[src/rtl/pulse_seq_pkg.sv]
// pulse_seq_pkg: sequencer state encoding and default counter widths.
package pulse_seq_pkg;
    typedef enum logic [2:0] {
        S_IDLE,
        S_ARMED,
        S_DELAY,
        S_HIGH,
        S_GAP
    } pulse_seq_state_t;
    localparam int DEFAULT_CNT_WIDTH = 32;
    localparam int DEFAULT_REP_WIDTH = 8;
endpackage

[src/rtl/pulse_sequencer_if.sv]
// pulse_sequencer_if: trigger/control inputs, timing configuration and status outputs of the sequencer.
interface pulse_sequencer_if
    import pulse_seq_pkg::*;
#(
    parameter int CNT_WIDTH = DEFAULT_CNT_WIDTH,
    parameter int REP_WIDTH = DEFAULT_REP_WIDTH
);
    logic                 trigger;
    logic                 arm;
    logic                 abort;
    logic [CNT_WIDTH-1:0] delay_cycles;
    logic [CNT_WIDTH-1:0] width_cycles;
    logic [CNT_WIDTH-1:0] gap_cycles;
    logic [REP_WIDTH-1:0] repeat_count;
    logic                 pulse_out;
    logic                 armed;
    logic                 busy;
    logic                 done;
    logic                 trigger_missed;
    modport master (
        output trigger, arm, abort, delay_cycles, width_cycles, gap_cycles, repeat_count,
        input  pulse_out, armed, busy, done, trigger_missed
    );
    modport slave (
        input  trigger, arm, abort, delay_cycles, width_cycles, gap_cycles, repeat_count,
        output pulse_out, armed, busy, done, trigger_missed
    );
endinterface

[src/rtl/load_down_counter.sv]
// load_down_counter: loadable down-counter that stops at zero, with a registered terminal-count flag.
module load_down_counter #(
    parameter int WIDTH = 32
) (
    input  logic             clk,
    input  logic             rst_n,
    input  logic             load,
    input  logic             en,
    input  logic [WIDTH-1:0] value,
    output logic             tc
);
    logic [WIDTH-1:0] count;
    always_ff @(posedge clk or negedge rst_n) begin
        if (!rst_n) begin
            count <= '0;
            tc    <= 1'b1;
        end else if (load) begin
            count <= value;
            tc    <= value == '0;
        end else if (en && count != '0) begin
            count <= count - WIDTH'(1);
            tc    <= count == WIDTH'(1);
        end
    end
endmodule

[src/rtl/pulse_sequencer.sv]
// pulse_sequencer: one-shot armed trigger to programmable delay/width/gap/repeat pulse train.
// Outputs are registered decodes of the current state, so every output trails the state by one edge.
module pulse_sequencer
    import pulse_seq_pkg::*;
#(
    parameter int CNT_WIDTH = DEFAULT_CNT_WIDTH,
    parameter int REP_WIDTH = DEFAULT_REP_WIDTH
) (
    input logic               clk,
    input logic               rst_n,
    pulse_sequencer_if.slave  bus
);
    pulse_seq_state_t     state, next_state;
    logic [CNT_WIDTH-1:0] width_sh, gap_sh, phase_value;
    logic [REP_WIDTH-1:0] rep_value;
    logic                 phase_load, phase_en, phase_tc;
    logic                 rep_load, rep_en, rep_tc;
    logic                 start, busy_state, finish;

    // A phase of n cycles loads n-1; zero-length phases are stretched to one cycle.
    function automatic logic [CNT_WIDTH-1:0] len_m1(input logic [CNT_WIDTH-1:0] n);
        return (n == '0) ? '0 : n - CNT_WIDTH'(1);
    endfunction

    assign start      = state == S_ARMED && bus.trigger && !bus.abort;
    assign busy_state = state == S_DELAY || state == S_HIGH || state == S_GAP;
    assign rep_value  = (bus.repeat_count == '0) ? '0 : bus.repeat_count - REP_WIDTH'(1);

    always_ff @(posedge clk or negedge rst_n) begin
        if (!rst_n) state <= S_IDLE;
        else        state <= next_state;
    end

    always_comb begin
        next_state  = state;
        phase_load  = 1'b0;
        phase_en    = 1'b0;
        phase_value = len_m1(width_sh);
        rep_load    = 1'b0;
        rep_en      = 1'b0;
        if (bus.abort) begin
            next_state = S_IDLE;
        end else begin
            case (state)
                S_IDLE: next_state = bus.arm ? S_ARMED : S_IDLE;
                S_ARMED: begin
                    if (bus.trigger) begin
                        phase_load  = 1'b1;
                        rep_load    = 1'b1;
                        next_state  = (bus.delay_cycles == '0) ? S_HIGH : S_DELAY;
                        phase_value = (bus.delay_cycles == '0) ? len_m1(bus.width_cycles)
                                                               : len_m1(bus.delay_cycles);
                    end
                end
                S_DELAY: begin
                    next_state = phase_tc ? S_HIGH : S_DELAY;
                    phase_load = phase_tc;
                    phase_en   = !phase_tc;
                end
                S_HIGH: begin
                    next_state  = !phase_tc ? S_HIGH : (rep_tc ? S_IDLE : S_GAP);
                    phase_load  = phase_tc && !rep_tc;
                    phase_en    = !phase_tc;
                    phase_value = len_m1(gap_sh);
                end
                S_GAP: begin
                    next_state = phase_tc ? S_HIGH : S_GAP;
                    phase_load = phase_tc;
                    phase_en   = !phase_tc;
                    rep_en     = phase_tc;
                end
                default: next_state = S_IDLE;
            endcase
        end
    end

    load_down_counter #(.WIDTH(CNT_WIDTH)) u_phase_cnt (
        .clk   (clk),
        .rst_n (rst_n),
        .load  (phase_load),
        .en    (phase_en),
        .value (phase_value),
        .tc    (phase_tc)
    );

    load_down_counter #(.WIDTH(REP_WIDTH)) u_rep_cnt (
        .clk   (clk),
        .rst_n (rst_n),
        .load  (rep_load),
        .en    (rep_en),
        .value (rep_value),
        .tc    (rep_tc)
    );

    // Delay and repeat are captured directly by the counters at the trigger edge.
    always_ff @(posedge clk or negedge rst_n) begin
        if (!rst_n) begin
            width_sh <= '0;
            gap_sh   <= '0;
        end else if (start) begin
            width_sh <= bus.width_cycles;
            gap_sh   <= bus.gap_cycles;
        end
    end

    // finish marks the last HIGH edge; done follows it so it coincides with the pulse fall.
    always_ff @(posedge clk or negedge rst_n) begin
        if (!rst_n) begin
            finish             <= 1'b0;
            bus.pulse_out      <= 1'b0;
            bus.armed          <= 1'b0;
            bus.busy           <= 1'b0;
            bus.done           <= 1'b0;
            bus.trigger_missed <= 1'b0;
        end else begin
            finish             <= state == S_HIGH && phase_tc && rep_tc && !bus.abort;
            bus.pulse_out      <= state == S_HIGH && !bus.abort;
            bus.armed          <= state == S_ARMED && !bus.abort;
            bus.busy           <= busy_state && !bus.abort;
            bus.done           <= finish;
            bus.trigger_missed <= (state == S_IDLE && bus.arm && !bus.abort) ? 1'b0
                                  : bus.trigger_missed | (busy_state && bus.trigger);
        end
    end
endmodule

[src/flat_wrapper.sv]
// flat-port wrapper written by rule: the top's interface ports become plain ports
module pulse_sequencer_flat import pulse_seq_pkg::*;
#(
    parameter int CNT_WIDTH = DEFAULT_CNT_WIDTH,
    parameter int REP_WIDTH = DEFAULT_REP_WIDTH
)
  (clk, rst_n, bus_trigger, bus_arm, bus_abort, bus_delay_cycles, bus_width_cycles, bus_gap_cycles, bus_repeat_count, bus_pulse_out, bus_armed, bus_busy, bus_done, bus_trigger_missed);
  pulse_sequencer_if #(.CNT_WIDTH(CNT_WIDTH), .REP_WIDTH(REP_WIDTH)) bus_i ();
  input logic clk;
  input logic rst_n;
  input wire logic [$bits(bus_i.trigger)-1:0] bus_trigger;
  input wire logic [$bits(bus_i.arm)-1:0] bus_arm;
  input wire logic [$bits(bus_i.abort)-1:0] bus_abort;
  input wire logic [$bits(bus_i.delay_cycles)-1:0] bus_delay_cycles;
  input wire logic [$bits(bus_i.width_cycles)-1:0] bus_width_cycles;
  input wire logic [$bits(bus_i.gap_cycles)-1:0] bus_gap_cycles;
  input wire logic [$bits(bus_i.repeat_count)-1:0] bus_repeat_count;
  output wire logic [$bits(bus_i.pulse_out)-1:0] bus_pulse_out;
  output wire logic [$bits(bus_i.armed)-1:0] bus_armed;
  output wire logic [$bits(bus_i.busy)-1:0] bus_busy;
  output wire logic [$bits(bus_i.done)-1:0] bus_done;
  output wire logic [$bits(bus_i.trigger_missed)-1:0] bus_trigger_missed;
  assign bus_i.trigger = bus_trigger;
  assign bus_i.arm = bus_arm;
  assign bus_i.abort = bus_abort;
  assign bus_i.delay_cycles = bus_delay_cycles;
  assign bus_i.width_cycles = bus_width_cycles;
  assign bus_i.gap_cycles = bus_gap_cycles;
  assign bus_i.repeat_count = bus_repeat_count;
  assign bus_pulse_out = bus_i.pulse_out;
  assign bus_armed = bus_i.armed;
  assign bus_busy = bus_i.busy;
  assign bus_done = bus_i.done;
  assign bus_trigger_missed = bus_i.trigger_missed;
  pulse_sequencer #(.CNT_WIDTH(CNT_WIDTH), .REP_WIDTH(REP_WIDTH)) u_core (.clk(clk), .rst_n(rst_n), .bus(bus_i));
endmodule
[config.mk]
export PLATFORM = sky130hd
export DESIGN_NAME = pulse_sequencer_flat
export DESIGN_NICKNAME = d
export VERILOG_FILES = /design/src/rtl/pulse_seq_pkg.sv /design/src/rtl/pulse_sequencer_if.sv /design/src/rtl/load_down_counter.sv /design/src/rtl/pulse_sequencer.sv /design/src/flat_wrapper.sv
export SDC_FILE = /design/constraint.sdc
export NUM_CORES = 1
export LEC_CHECK = 0
export CAP_MARGIN = 25
export CORE_MARGIN = 5
export CORE_UTILIZATION = 57
export DETAILED_ROUTE_END_ITERATION = 8
export PLACE_DENSITY = 0.91
export SLEW_MARGIN = 10
export SYNTH_ARGS = -nofsm -noshare
export SYNTH_HDL_FRONTEND = slang
export SYNTH_SLANG_ARGS = --single-unit
[constraint.sdc]
create_clock -name clk -period 3.5 [get_ports clk]
set_input_delay 0.35 -clock clk [delete_from_list [all_inputs] [get_ports clk]]
set_output_delay 0.35 -clock clk [all_outputs]
set_load 0.01 [all_outputs]
==> impl_metrics.yaml, run 1 <==
status:
  status: "finished clean"
critical_path:
  r2r-start: "u_core.u_phase_cnt.count[4]"
  crit_type: "reg -> reg"
  endpoint_kind: "register"
  crit_required_ns: 3.81
  crit_fanout: 5
  crit_start: "u_core.u_phase_cnt.count[4]"
  setup.worst_path.start_class: "register"
  rr_endpoint: "u_core.u_phase_cnt.count[26]"
  r2r_setup_slack_ns: 0.19
  reg2reg_depth: 9
  arrival_ns: 3.62
min_path:
  hp-start: "u_core.finish"
  whs_path_depth: 0
  hp-class: "reg -> reg"
  min_to: "u_core.bus.done"
floorplanning:
  initial_utilization: 0.581
  dieWidth_um: 134
  ioPinCount: 114
  die_height_um: 134
  die-area_um2: 18000
  core_area_um2: 15100
  core.rowCount: 45
yosys:
  synthArstFlopShare: 1.00
  synth_area_leaders: "dfrtp_1, nand2_1, xnor2_1"
  synthCells: 1117
  synth_fp_nets: 1239
  synth.yosys.seq_area_share: 0.327
  ys.flop_type: "dfrtp_1"
  synth.most_common_cell: "nand2_1"
  netlist_area_um2: 8800
  synth-seq-cells: 115
  synth_cell_types: 80
  yosys_warnings: 0
  yosysTopAreaCellShare: 0.321
  synth.avg_cell_area_um2: 7.88
  yosys.area.top_type: "dfrtp_1"
  synth_edf_count: 0
  ys_top_cells_by_count: "nand2_1, dfrtp_1, nor2_1"
timing:
  finClkSkew_ns: 0.0147
  min_period_ns: 3.31
  slew_headroom: 0.314
  grt_setup_unrepaired: "false"
  drv_slew: 0
  timing.final.crit_share: 0.946
  setup_viol: 0
  hold_viol: 0
  worstMarginPinSlew_ns: 1.02
  fin_ws_ns: 0.191
  tns_ns: 0
  maxClockFrequency_mhz: 302
placed_design:
  gp_congestion: 1.05
  port_buffers: 113
  hpwl_um: 24400
  post-place-ws_ns: -0.138
route:
  ant_nets: 0
  wl_um: 31500
  wire_per_inst_um: 20.5
  route.detailed.drc: 0
  drt_pass1_iterations: 8
  drt-initial-drc-count: 1260
  vias: 9838
  vias_per_cell: 6.41
cts:
  cts_buffer_depth: 2
  clk_pin_slew_worst_paths_ns: 0.06
  cts_inserted_buffers: 17
  cts_tree: "done"
  clk_latency_ns: 0.44
  ctsHtreeMaxLevel: 4
  clockRootBuffer: "clkbuf_16"
  clock-sinks: 115
global_route:
  grt_max_degree: 65
  overflow: 0
  grt_pass1_vias: 9352
  antenna_found_initial: 0
  grt_first_pass_wirelength_um: 49100
  track_usage: 0.348
layout:
  insertedDiodeCount: 0
  nets: 1456
  drive_above_1_share: 0.151
  final_core_util: 0.767
  syn_to_final_growth_pct: 32.0
pwr:
  peakVddDrop_mv: 0.455
  p_leak_nw: 4.83
  total_power_mw: 7.11
  powerDensity_nw_per_um2: 612
flow_run:
  maxCapViolations: 0
-- stage by stage --
stage,instances,cell area [µm²],hold slack (ns)
5_1_grt,1535,11600,0.367
4_1_cts,1534,11500,0.355
2_1_floorplan,1117,8800,0.0544
3_5_place_dp,1501,10900,0.342
6_report,1535,11600,0.354
3_3_place_gp,1501,10900,0.333
-- how the worst max path moves through the flow --
stage / slack, ns / depth (start not counted) / end
final: 0.19 / 9 / u_core.u_phase_cnt.count[26]
after global placement: -0.11 / 10 / u_core.u_phase_cnt.tc
after detailed placement: -0.14 / 10 / u_core.u_phase_cnt.tc
after CTS: 0.0006 / 11 / u_core.u_phase_cnt.tc
after floorplan: 0.45 / 9 / u_core.u_phase_cnt.tc
after global routing: 0.05 / 10 / u_core.u_phase_cnt.tc
-- cell families (layout without fill, tap and decap cells) --
kind of cell	after synthesis	count (layout)	share of synthesized area
compound gates	170	170	0.130
xor+xnor	139	139	0.138
fa+ha+maj	13	13	0.0185
buf+inv	64	294	0.0336
flops	115	115	0.327
mux	12	12	0.0142
simple gates	604	604	0.338
-- power breakdown --
| group | total (mW) | internal (mW) | switching [mW] |
|---|---|---|---|
| sequential | 2.53 | 1.84 | 0.693 |
| clock | 1.86 | 1.14 | 0.725 |
| combinational | 2.71 | 1.23 | 1.48 |
-- critical path, stage by stage (launching register included) --
cell      delay, ns
dfrtp_1        0.42
or3_1          0.44
and4bb_2       0.37
and3_1         0.16
o211ai_1       0.09
or4_1          0.47
or4_1          0.47
nor4_1         0.29
xor2_1         0.17
mux2_2         0.31
-- routing by layer --
layer / vias up / wire length (µm) / part of all wire / track usage
met3: 119 / 3510 / 0.11 / 0.0919
met4: 0 / 1540 / 0.049 / 0.168
met5: - / 0 / 0 / 0
met1: 4628 / 12200 / 0.39 / 0.456
met2: 664 / 14200 / 0.45 / 0.538
li1: 4427 / - / - / -
-- cells in the final DEF (no fill, tap or decap), drive strengths merged, types with 4 or more instances in the layout --
cell,synthesis,final
and4,4,4
nor4b,9,9
inv,21,28
mux2i,8,8
nand2b,11,11
or4,15,15
nand4,21,21
o32ai,9,9
nor3,60,60
o22ai,26,26
o211ai,10,10
nor4,49,49
buf,10,128
a21oi,32,32
a211oi,9,9
a31oi,6,6
nor2,99,99
and2,4,4
xnor2,75,75
or3,24,24
mux2,4,4
nand4b,8,8
nand3,25,25
nor2b,4,4
ha,13,13
xor2,64,64
clkdlybuf4s50,0,112
o221ai,4,4
o21ai,40,40
nand2,246,246
nor3b,8,8
o31ai,8,8
dfrtp,113,113
clkbuf,33,17
a211o,4,4
-- state kept, by name, summed over array words and instances, names as in the netlist, 3 cells and up --
name / cells
u_core.width_sh: 32
u_core.u_rep_cnt.count: 8
u_core.state: 3
u_core.u_phase_cnt.count: 32
u_core.gap_sh: 32
-- layout make-up --
type	instances	area, µm²
fill	1106	3540
inverter	21	78.8
multi-input combinational	938	5680
clock buffer	17	425
timing repair buffer	241	2120
sequential	115	2880
clock inverter	15	195
tap	188	235
-- timing repair --
action,4_1_cts,5_1_grt
hold buffers,1,0
setup endpoints to repair,1,1
setup buffers,0,1
gates cloned,0,0
resized for setup,0,7
pin swaps,1,1
endpoints found under the hold margin,11,0
(Power assumes the default switching activity.)
==> run 2: changes to the inputs <==
--- a/config.mk
+++ b/config.mk
@@ -7,9 +7,10 @@
 export LEC_CHECK = 0
 export CAP_MARGIN = 25
 export CORE_MARGIN = 5
-export CORE_UTILIZATION = 57
+export CORE_UTILIZATION = 51
+export CTS_CLUSTER_SIZE = 10
 export DETAILED_ROUTE_END_ITERATION = 8
-export PLACE_DENSITY = 0.91
+export PLACE_DENSITY = 0.87
 export SLEW_MARGIN = 10
 export SYNTH_ARGS = -nofsm -noshare
 export SYNTH_HDL_FRONTEND = slang
==> constraint.sdc (replaced) <==
create_clock -name clk -period 2.7 [get_ports clk]
set_input_delay 0.27 -clock clk [delete_from_list [all_inputs] [get_ports clk]]
set_output_delay 0.27 -clock clk [all_outputs]
set_load 0.01 [all_outputs]
==> run 2 against run 1 <==
  * The flow now stops in global routing
  * Synthesized cell count stayed put
  * Synthesized area stayed put
==> impl_metrics.yaml, run 2 <==
global_route:
  antenna_found_initial: 7
  track_usage: 0.711
  overflow: 8
  grt_max_degree: 49
yosys:
  netlist_area_um2: 8800
  yosys.area.top_type: "dfrtp_1"
  yosys_warnings: 0
  synth_cell_types: 80
  ys_top_cells_by_count: "nand2_1, dfrtp_1, nor2_1"
  synth_area_leaders: "dfrtp_1, nand2_1, xnor2_1"
  synth_edf_count: 0
  synth.most_common_cell: "nand2_1"
  yosysTopAreaCellShare: 0.321
  synthCells: 1117
  synth.yosys.seq_area_share: 0.327
  synth_fp_nets: 1239
  synth.avg_cell_area_um2: 7.88
  synth-seq-cells: 115
  synthArstFlopShare: 1.00
  ys.flop_type: "dfrtp_1"
placed_design:
  hpwl_um: 27800
  post-place-ws_ns: -0.820
  gp_congestion: 1.15
  dp.cells: 1720
  port_buffers: 113
cts:
  clock-sinks: 115
  cts_inserted_buffers: 17
  ctsHtreeMaxLevel: 4
  clockRootBuffer: "clkbuf_16"
  cts_buffer_depth: 2
status:
  stop_stage: "global routing"
  status: "stopped before the end"
  firstError: "[ERROR GRT-0232] Routing congestion too high. Check the congestion heatmap in the GUI."
floorplanning:
  dieWidth_um: 141
  ioPinCount: 114
  core.rowCount: 48
  initial_utilization: 0.514
  die_height_um: 141
timing:
  grt-worst-endpoint: "u_core.u_phase_cnt.tc$_DFFE_PN1P_/D"
  worstEpCategory: "sequential cell input"
run 2: cell counts after synthesis:
No cell type changed its count.
run 2: logic make-up after synthesis:
group | count (synthesis) | share of synthesized area
fa+ha+maj | 13 | 0.0185
simple gates | 604 | 0.338
xor+xnor | 139 | 0.138
flops | 115 | 0.327
mux | 12 | 0.0142
buf+inv | 64 | 0.0336
compound gates | 170 | 0.130
run 2: timing repair:
action	4_1_cts
pin swaps	25
gates cloned	0
setup endpoints to repair	24
setup buffers	13
hold buffers	1
gates resized for setup	69
endpoints found under the hold margin	22
run 2: through the flow:
stage / area, µm² / hold WS, ns / setup TNS (ns) / utilization
3_5_place_dp: 12400 / 0.216 / -10.28 / 0.726
2_1_floorplan: 8890 / -0.0256 / -0.546 / -
3_3_place_gp: 12400 / 0.205 / -7.98 / 0.726
4_1_cts: 13500 / 0.318 / -1.67 / 0.789
run 2: layer usage:
layer / GRT usage / overflow
met1: 0.700 / 0
met2: 0.860 / 4
met3: 0.606 / 1
met4: 0.668 / 3
met5: 0.346 / 0
==> run 3: changes to the inputs <==
--- a/config.mk
+++ b/config.mk
@@ -7,10 +7,9 @@
 export LEC_CHECK = 0
 export CAP_MARGIN = 25
 export CORE_MARGIN = 5
-export CORE_UTILIZATION = 51
-export CTS_CLUSTER_SIZE = 10
+export CORE_UTILIZATION = 40
 export DETAILED_ROUTE_END_ITERATION = 8
-export PLACE_DENSITY = 0.87
+export PLACE_DENSITY_LB_ADDON = 0.15
 export SLEW_MARGIN = 10
 export SYNTH_ARGS = -nofsm -noshare
 export SYNTH_HDL_FRONTEND = slang
==> constraint.sdc (replaced) <==
create_clock -name clk -period 3.5 [get_ports clk]
set_input_delay 0.35 -clock clk [delete_from_list [all_inputs] [get_ports clk]]
set_output_delay 0.35 -clock clk [all_outputs]
set_load 0.01 [all_outputs]
==> run 3 against run 2 <==
  * The run now ends clean
==> impl_metrics.yaml, run 3 (same netlist as run 1, synthesis figures left out) <==
layout:
  drive_above_1_share: 0.170
  stdcell_area_um2: 11900
  syn_to_final_growth_pct: 35.4
  insertedDiodeCount: 0
  final_cell_mix: "nand2_1, buf_4, dfrtp_1, clkdlybuf4s50_1, nor2_1"
  fillers: 2118
  final_common_cell: "nand2_1"
  reg.largest.list: "u_core.gap_sh (32), u_core.u_phase_cnt.count (32), u_core.width_sh (32)"
  stdcell_count: 1659
  nets: 1489
global_route:
  grt_pass1_vias: 8814
  overflow: 0
  grtUsageMet2: 0.403
  grt_use_met1: 0.371
  antenna_found_initial: 0
  track_usage: 0.264
  grt.busiest_layer: "met2"
  grt_first_pass_wirelength_um: 50400
  met3_usage: 0.0628
  grt_max_degree: 64
floorplanning:
  core.rowCount: 54
  die_height_um: 158
  initial_utilization: 0.404
  ioPinCount: 114
  dieWidth_um: 158
  die-area_um2: 25100
  core_area_um2: 21800
cts:
  cts_tree: "done"
  clk_pin_slew_worst_paths_ns: 0.06
  cts_buffer_depth: 2
  cts_inserted_buffers: 17
  clockRootBuffer: "clkbuf_16"
  ctsHtreeMaxLevel: 4
  clk_latency_ns: 0.42
  clock-sinks: 115
timing:
  drv_slew: 0
  hold_viol: 0
  tns_ns: 0
  maxClockFrequency_mhz: 296
  timing.final.crit_share: 0.964
  grt_setup_unrepaired: "false"
  slew_headroom: 0.511
  min_period_ns: 3.37
  finClkSkew_ns: 0.0126
  setup_viol: 0
  fin_ws_ns: 0.125
  worstMarginPinSlew_ns: 0.733
placed_design:
  dpl-instance-area_um2: 11300
  port_buffers: 113
  hpwl_um: 26600
  dp.cells: 1624
  gp_congestion: 1.03
  post-place-ws_ns: -0.280
critical_path:
  setup.worst_path.start_class: "register"
  crit_type: "reg -> reg"
  crit_fanout: 6
  arrival_ns: 3.71
  endpoint_kind: "register"
  rr_endpoint: "u_core.u_phase_cnt.tc"
  r2r-start: "u_core.width_sh[8]"
  r2r_setup_slack_ns: 0.13
  reg2reg_depth: 10
  crit_required_ns: 3.83
min_path:
  hp-start: "u_core.finish"
  hp-class: "reg -> reg"
  min_to: "u_core.bus.done"
  whs_path_depth: 0
pwr:
  peakVddDrop_mv: 0.286
  powerDensity_nw_per_um2: 587
  swShare: 0.412
  p_clk_frac: 0.241
  total_power_mw: 7.00
  internal_power_mw: 4.12
  p_leak_nw: 4.95
  p_switching_mw: 2.88
  combPwrFrac: 0.402
  seqPwrFrac: 0.357
route:
  vias: 9365
  vias_per_cell: 5.64
  wire_per_inst_um: 19.9
  wl_um: 33000
  route.detailed.drc: 0
  drt_pass1_iterations: 7
  drt-initial-drc-count: 797
  ant_nets: 0
status:
  status: "finished clean"
flow_run:
  maxCapViolations: 0
==> run 3: worst max path at each step <==
stage | start | endpoint | slack [ns] | cells past startpoint
after floorplan | u_core.width_sh[9] | u_core.u_phase_cnt.tc | 0.45 | 9
after CTS | u_core.gap_sh[23] | u_core.u_phase_cnt.tc | 0.07 | 10
after global placement | bus_width_cycles[29] | u_core.u_phase_cnt.tc | -0.20 | 12
after global routing | bus_width_cycles[29] | u_core.u_phase_cnt.tc | 0.004 | 11
final | u_core.width_sh[8] | u_core.u_phase_cnt.tc | 0.13 | 10
after detailed placement | bus_width_cycles[29] | u_core.u_phase_cnt.tc | -0.28 | 11
==> run 3: area by class of cell <==
cell class	instances	area, µm²	share of cell area
Clock buffer	18	429	0.0360
Clock inverter	13	126	0.0106
Inverter	21	78.8	0.00662
Timing Repair Buffer	274	2370	0.199
Tap cell	280	350	0.0294
Multi-Input combinational cell	938	5680	0.477
Sequential cell	115	2880	0.242
==> run 3: power groups by stage <==
stage               Sequential, mW  Clock, mW  Combinational [mW]
floorplan                     2.31          0                1.67
global placement              2.47          0                2.72
detailed placement            2.49          0                2.74
CTS                           2.47       1.71                2.76
global route                  2.57       1.77                3.07
finish                        2.50       1.69                2.81
==> run 3: routing by layer <==
metal | vias up | wire [µm]
li1 | 4503 | -
met1 | 4444 | 14700
met2 | 357 | 14800
met3 | 61 | 2600
met4 | 0 | 980
met5 | - | 0
==> run 3: metrics by stage <==
| step | util | hold slack (ns) |
|---|---|---|
| global placement | 0.518 | 0.335 |
| finish | 0.548 | 0.359 |
| detailed placement | 0.518 | 0.341 |
| floorplan | - | 0.0544 |
| CTS | 0.544 | 0.356 |
| global route | 0.548 | 0.368 |
==> run 3: worst max-delay path: stages (launching register included) <==
cell and delay [ns]:
dfrtp_1 0.44, nor4_2 0.37, nand4_1 0.17, buf_4 0.21, or4_1 0.53, xor2_1 0.29, nor2_1 0.11, a2111oi_2 0.40
and4_1 0.26, nand4_1 0.14, o41ai_2 0.36
==> run 3: timing repair <==
| item | in CTS | in global routing |
|---|---|---|
| endpoints found under the setup margin | 0 | 1 |
| hold buffers | 1 | 0 |
| gates resized for setup | 0 | 8 |
| setup buffers | 0 | 3 |
| endpoints found under the hold margin | 2 | 0 |
==> run 4: changes to the inputs <==
--- a/config.mk
+++ b/config.mk
@@ -8,6 +8,7 @@
 export CAP_MARGIN = 25
 export CORE_MARGIN = 5
 export CORE_UTILIZATION = 40
+export CTS_CLUSTER_DIAMETER = 40
 export DETAILED_ROUTE_END_ITERATION = 8
 export PLACE_DENSITY_LB_ADDON = 0.15
 export SLEW_MARGIN = 10
==> results of run 4 <==
No change in the layout: final DEF, timing and power equal those of run 3.
